<file path="src/rtl/tick_fifo_sequencer.sv">
// Tick-driven fill/drain sequencer for an external FIFO.
// Define TICK_FIFO_DROP_CNT_EN to build the saturating dropped-tick counter.
module tick_fifo_sequencer #(
  parameter int TICK_DIV   = 50000000,
  parameter int DATA_W     = 8,
  parameter int CNT_W      = 7,
  parameter int FILL_LEVEL = 16
) (
  input  logic              clk,
  input  logic              reset,
  input  logic              enable,
  input  logic              fifo_full,
  input  logic              fifo_empty,
  input  logic [CNT_W-1:0]  fifo_data_count,
  input  logic [DATA_W-1:0] fifo_dout,
  output logic [DATA_W-1:0] fifo_din,
  output logic              wr_en,
  output logic              rd_en,
  output logic              one_second_tick,
  output logic              one_second_pulse,
  output logic [DATA_W-1:0] count,
  output logic [DATA_W-1:0] out_data,
  output logic              out_valid,
  output logic [1:0]        state_dbg,
  output logic [7:0]        dropped_ticks
);

  localparam int DIV_W   = (TICK_DIV > 1) ? $clog2(TICK_DIV) : 1;
  localparam int BURST_W = $clog2(FILL_LEVEL + 1);
  localparam logic [DIV_W-1:0]   DIV_LAST   = DIV_W'(TICK_DIV - 1);
  localparam logic [BURST_W-1:0] BURST_FULL = BURST_W'(FILL_LEVEL);

  typedef enum logic [1:0] {
    IDLE  = 2'd0,
    FILL  = 2'd1,
    DRAIN = 2'd2
  } state_t;

  state_t state_q;
  state_t state_d;

  logic [DIV_W-1:0]   div_q;
  logic               div_last;
  logic               tick_q;
  logic               pulse_q;
  logic [DATA_W-1:0]  count_q;
  logic [DATA_W-1:0]  din_q;
  logic               wr_q;
  logic [BURST_W-1:0] burst_q;
  logic               burst_done;
  logic               write_go;
  logic               rd_go;
  logic               rd_q;
  logic               valid_q;
  logic [DATA_W-1:0]  data_q;
  logic               status_unused;

  assign div_last   = (div_q == DIV_LAST);
  assign burst_done = (burst_q == BURST_FULL);

  // Occupancy is a debug mirror only; control relies on the flags.
  assign status_unused = ^fifo_data_count;

  always_ff @(posedge clk) begin
    if (reset) begin
      div_q   <= '0;
      tick_q  <= 1'b0;
      pulse_q <= 1'b0;
    end else begin
      tick_q  <= div_last;
      pulse_q <= pulse_q ^ div_last;
      div_q   <= div_last ? '0 : div_q + 1'b1;
    end
  end

  always_comb begin
    state_d  = state_q;
    write_go = 1'b0;
    rd_go    = 1'b0;
    case (state_q)
      IDLE: begin
        if (enable) state_d = FILL;
      end
      FILL: begin
        write_go = tick_q && !burst_done && !fifo_full;
        if (burst_done)   state_d = DRAIN;
        else if (!enable) state_d = IDLE;
      end
      DRAIN: begin
        rd_go = !fifo_empty && !reset;
        if (fifo_empty) state_d = enable ? FILL : IDLE;
      end
      default: state_d = IDLE;
    endcase
  end

  always_ff @(posedge clk) begin
    if (reset) state_q <= IDLE;
    else       state_q <= state_d;
  end

  always_ff @(posedge clk) begin
    if (reset) begin
      wr_q    <= 1'b0;
      din_q   <= '0;
      count_q <= '0;
      burst_q <= '0;
    end else begin
      wr_q <= write_go;
      if (write_go) begin
        din_q   <= count_q;
        count_q <= count_q + 1'b1;
        burst_q <= burst_q + 1'b1;
      end else if (state_q == FILL && burst_done) begin
        burst_q <= '0;
      end
    end
  end

  // FIFO data lands a cycle after rd_en, so capture trails by one stage.
  always_ff @(posedge clk) begin
    if (reset) begin
      rd_q    <= 1'b0;
      valid_q <= 1'b0;
      data_q  <= '0;
    end else begin
      rd_q    <= rd_go;
      valid_q <= rd_q;
      if (rd_q) data_q <= fifo_dout;
    end
  end

`ifdef TICK_FIFO_DROP_CNT_EN
  logic       drop;
  logic [7:0] drop_q;

  assign drop = tick_q &&
    ((state_q == FILL && (burst_done || fifo_full)) ||
     state_q == DRAIN);

  always_ff @(posedge clk) begin
    if (reset)                      drop_q <= '0;
    else if (drop && drop_q != 8'hFF) drop_q <= drop_q + 8'd1;
  end

  assign dropped_ticks = drop_q;
`else
  assign dropped_ticks = '0;
`endif

  assign wr_en            = wr_q && !reset;
  assign rd_en            = rd_go;
  assign fifo_din         = din_q;
  assign count            = count_q;
  assign one_second_tick  = tick_q;
  assign one_second_pulse = pulse_q;
  assign out_data         = data_q;
  assign out_valid        = valid_q;
  assign state_dbg        = state_q;

endmodule

</file>
<file path="config.mk">
export PLATFORM = sky130hd
export DESIGN_NAME = tick_fifo_sequencer
export DESIGN_NICKNAME = d
export VERILOG_FILES = /design/src/rtl/tick_fifo_sequencer.sv
export SDC_FILE = /design/constraint.sdc
export NUM_CORES = 1
export LEC_CHECK = 0
export CORE_UTILIZATION = 45
export CTS_BUF_LIST = sky130_fd_sc_hd__clkbuf_8 sky130_fd_sc_hd__clkbuf_16
export DETAILED_ROUTE_END_ITERATION = 10
export PLACE_DENSITY = 0.75
export REMOVE_ABC_BUFFERS = 1
export SLEW_MARGIN = 5
export SYNTH_ARGS = -nofsm -noshare
export SYNTH_HDL_FRONTEND = slang
export SYNTH_SLANG_ARGS = --single-unit
export TNS_END_PERCENT = 100
</file>
<file path="constraint.sdc">
create_clock -name clk -period 1.7 [get_ports clk]
set_input_delay 0.34 -clock clk [delete_from_list [all_inputs] [get_ports clk]]
set_output_delay 0.34 -clock clk [all_outputs]
set_load 0.02 [all_outputs]
</file>
Word-level counts from Yosys, hierarchy flattened
Index checks and enable logic that the tools add are counted.

word-level totals
  register bits = 62
  logic and storage cells = 45

operators by class
  add/subtract/negate cells = 3
  equality and inequality tests = 7
  muxes and demuxes = 10
  bitwise logic cells = 1
  reductions and logical operators = 13

operators by type and width
  operator                 number
  $add A26 B1 Y26 const B  1
  $eq A26 B26 Y1 const B   1
  $mux W5                  2
  $add A8 B1 Y8 const B    1
  $mux W2                  4
  $pmux W2 S3              1
  $add A5 B1 Y5 const B    1
  $eq A5 B5 Y1 const B     1
  $logic_and A1 B1 Y1      5
  $logic_not A1 Y1         4
  $ne A2 B2 Y1 const B     2
  $mux W1                  3
  $ne A3 B3 Y1 const B     1
  $reduce_and A3 Y1        1
  $eq A2 B1 Y1 const B     1
  $eq A2 B2 Y1 const B     1
  $logic_not A2 Y1         1
  $reduce_bool A2 Y1       1
  $reduce_or A2 Y1         1
  $xor A1 B1 Y1            1

Logic depth before layout (Yosys ltp)
  depth after elaboration = 6
  depth in mapped cells = 9

Least setup slack after synthesis
No wires, ideal clock.

  path kind = register -> register
  start point = register div_q[0]
  end point = register div_q[24]
  library setup time = 0.125 ns
  arrival time = 1.551 ns
  required time = 1.575 ns
  path slack = 0.024 ns
  stages on the path, launching flop included = 7
  path buffers = 1
  period minus slack after synthesis = 1.676 ns
  cells stage by stage = dfxtp_1 ha_1 and4_2 nand4b_1 o21bai_2 buf_4 a21oi_1

between the ends
  longest elaborated chain between the ends = 2
  elaborated cells on any way between the ends = 3

ends and longest elaborated chain
  what                                                                     line  RTL
  start, declared                                                          42    logic [DIV_W-1:0] div_q;
  start signal, assigned                                                   72    div_q <= div_last ? '0 : div_q + 1'b1;
  parallel branches: the longest is 2 deep, another holds $add A26 B1 Y26  n/a

Parallel ways; which one is timed is not known.
A chain may end at the register's enable or synchronous reset.

Worst setup path after layout
  start point = register pulse_q, in the netlist one_second_pulse
  end point = output one_second_pulse

RTL lines
  what                    line  RTL
  start, declared         45    logic pulse_q;
  start signal, assigned  71    pulse_q <= pulse_q ^ div_last;
  end, declared           20    output logic one_second_pulse,

No word-level cell between the ends.

==> results_dict.tcl <==
set metrics [dict create \
    die_area_mm2 0.00642 \
    p_seq_share_pct 47.9 \
    dr.pass1.iters 4 \
    cp-start-kind "register" \
    clock_latency_ns 0.34 \
    place_inst 450 \
    antenna_found_initial 0 \
    routed-wl-met3_um 241 \
    worst_path_max_delay_cell "clkdlybuf4s50_1" \
    syn-cell-area_mm2 0.00275 \
    syn_area_per_cell_um2 8.84 \
    routabilityCongestion 0.828 \
    grtUsageTotal_pct 19.4 \
    n_antenna_cell 0 \
    rows 28 \
    dp_hpwl_um 4070 \
    ys_seq_area_share_pct 45.2 \
    totalWireLength_um 5850 \
    power_leakage_uw 0.00142 \
    worst_slew_pin_slew_ns 0.503 \
    clk_pin_slew_worst_paths_ns 0.07 \
    slew_headroom_pct 66.4 \
    tns_ns 0 \
    io_buffers 43 \
    clockPowerShare_pct 48.2 \
    synthCells 311 \
    synthFlopType "dfxtp_1" \
    synth_edf_count 0 \
    swShare_pct 22.8 \
    coreArea_mm2 0.00592 \
    async_flop_share_pct 0 \
    path_class "reg -> out" \
    p_sw_uw 694 \
    grt_pass1_vias 2222 \
    cts_buffers 9 \
    initial_core_util_pct 46.4 \
    wl_met2_um 2810 \
    stdcell_count 471 \
    viasPerCell 5.27 \
    clock_skew_ns 0.0132 \
    cts_root_buffer "clkbuf_8" \
    crit_fanout 3 \
    drc_errors 0 \
    ir_worst_vdd_uv 553 \
    finalCritPeriodShare_pct 98.1 \
    cp-end-kind "output pin" \
    critPathBufInv 1 \
    synth-seq-cells 62 \
    cts_buffer_depth 2 \
    outcome "finished, final reports clean" \
    grt.overflow.total 0 \
    intPower_uw 2350 \
    antenna_left 0 \
    syn2layout_area_growth_pct 36.6 \
    grt_pass1_wl_um 9640 \
    ys_types 47 \
    wl_per_cell_um 12.4 \
    setup_viol 0 \
    finalHoldViolCount 0 \
    cts_sinks 62 \
    slew_violations 0 \
    multi_input_area_mm2 0.00144 \
    die_height_um 80.2 \
    top_layer_used "met4" \
    m1WireLength_um 2680 \
    drt_iter0_drc 109 \
    period_needed_ns 1.67 \
    worstPathArrival_ns 1.33 \
    grt_max_degree 38 \
    register_area_mm2 0.00125 \
    max_clock_freq_mhz 600 \
    cp_top_family "buffers and inverters" \
    ctsHtreeMaxLevel 3 \
    yosysWarnings 0 \
    maxCapViolCount 0 \
    num_vias 2482 \
    cp.required_ns 1.36 \
    cts_tree "yes" \
    fin_hold_ws_ns 0.461 \
    cp_cell_sequence "clkdlybuf4s50_1" \
    slowest_delay_ns 0.62 \
    powerDensity_mw_per_mm2 812 \
    num-fill-cells 476 \
    io_pins 59 \
    comb_power_share_pct 3.8 \
    drive_gt1_share_pct 19.9 \
    fin_nets 415 \
    hp-class "reg -> reg" \
    die_w_um 80.2 \
]
logic make-up (layout without fill, tap and decap cells):
| group | count (synthesis) | count (layout) | share of synthesized area (%) |
|---|---|---|---|
| and+or+nand+nor | 139 | 139 | 27.4 |
| muxes | 8 | 8 | 2.91 |
| other | 1 | 8 | 0.136 |
| AOI/OAI and AO/OA | 49 | 49 | 10.9 |
| adders and majority gates | 4 | 4 | 1.82 |
| xor gates and xnor gates | 19 | 19 | 6.05 |
| DFF | 62 | 62 | 45.2 |
| buffers and inverters | 29 | 107 | 5.64 |
stage by stage:
stage	setup WS [ns]	area [um2]	total power (uW)	utilization [%]
after global placement	-0.394	3440	1610	58.1
after global routing	-0.00248	3750	3150	63.4
after detailed placement	-0.395	3440	1610	58.1
after CTS	0.00759	3650	3080	61.7
final	0.0328	3750	3050	63.4
after floorplan	-0.297	2650	1540	-
metal layers:
layer,global-route usage (%),vias to the layer above
met1,22.9,1167
met2,32.6,63
li1,-,1239
met4,10.4,0
met3,4.09,13
met5,0,-
cells in the mapped netlist (5+ instances only):
library cell / n / area share, %
o21ai_0: 7 / 1.3
nand4_1: 12 / 2.7
clkbuf_1: 5 / 0.68
mux2i_1: 8 / 2.9
xnor2_1: 6 / 1.9
xor2_1: 13 / 4.1
nor2_1: 35 / 4.8
nand2_1: 33 / 4.5
or3_1: 7 / 1.6
dfxtp_1: 62 / 45
a21oi_1: 25 / 4.6
inv_1: 7 / 0.96
nand3_1: 11 / 2.0
buf_4: 11 / 3.0
area by class of cell:
type | instances | share of cell area (%)
clock buffers | 9 | 3.30
repair buffers | 84 | 19.2
inverters | 7 | 0.700
well taps | 75 | 2.50
flip-flops and latches | 62 | 33.2
multi-input cells | 227 | 38.4
clock inverters | 7 | 2.73
repair_timing:
item | CTS | global route
buffers inserted | 1 | 4
hold buffers | 0 | 0
gates resized for setup | 17 | 17
pin swaps | 1 | 1
endpoints found under the setup margin | 13 | 37
registers in the layout, summed over array words and instances, names as in the netlist:
name / cells
out_valid: 1
fifo_din: 8
wr_q: 1
burst_q: 5
one_second_pulse: 1
count: 8
div_q: 26
state_dbg: 2
one_second_tick: 1
out_data: 8
rd_q: 1
path summary, 6_finish.rpt:
kind                                          to  cells after the start  slack, ns        startpoint
worst max register to register          count[5]                      5       0.06      state_dbg[1]
worst min-delay path                 fifo_din[7]                      2       0.46       fifo_din[7]
worst min register to register       fifo_din[7]                      2       0.46       fifo_din[7]
worst max-delay path            one_second_pulse                      1       0.03  one_second_pulse
tightest hold or removal path, delay by kind of cell (launching register included):
kind            cells  cell delay [ns]
flops               1             0.31
compound gates      1             0.05
simple gates        1             0.05
placed cells by master (no fill, tap or decap), types with 4 or more instances in the layout:
cell type,instances
a21oi_1,23
buf_4,41
clkbuf_8,9
clkdlybuf4s50_1,32
conb_1,8
dfxtp_1,60
dlygate4sd2_1,8
inv_1,6
mux2i_1,8
nand2_1,33
nand3_1,11
nand4_1,12
nor2_1,35
nor3_1,4
o21ai_0,7
o31ai_1,4
or3_1,7
or4_1,4
xnor2_1,6
xor2_1,13
power by group through the flow:
stage                     Sequential (uW)  Combinational, uW  Clock, uW
final                                1460                117       1470
after detailed placement             1500                116          0
after CTS                            1460                116       1500
after global placement               1500                114          0
after global routing                 1460                129       1560
after floorplan                      1500               37.4          0
Note: power is estimated with default switching activity, not from simulation.
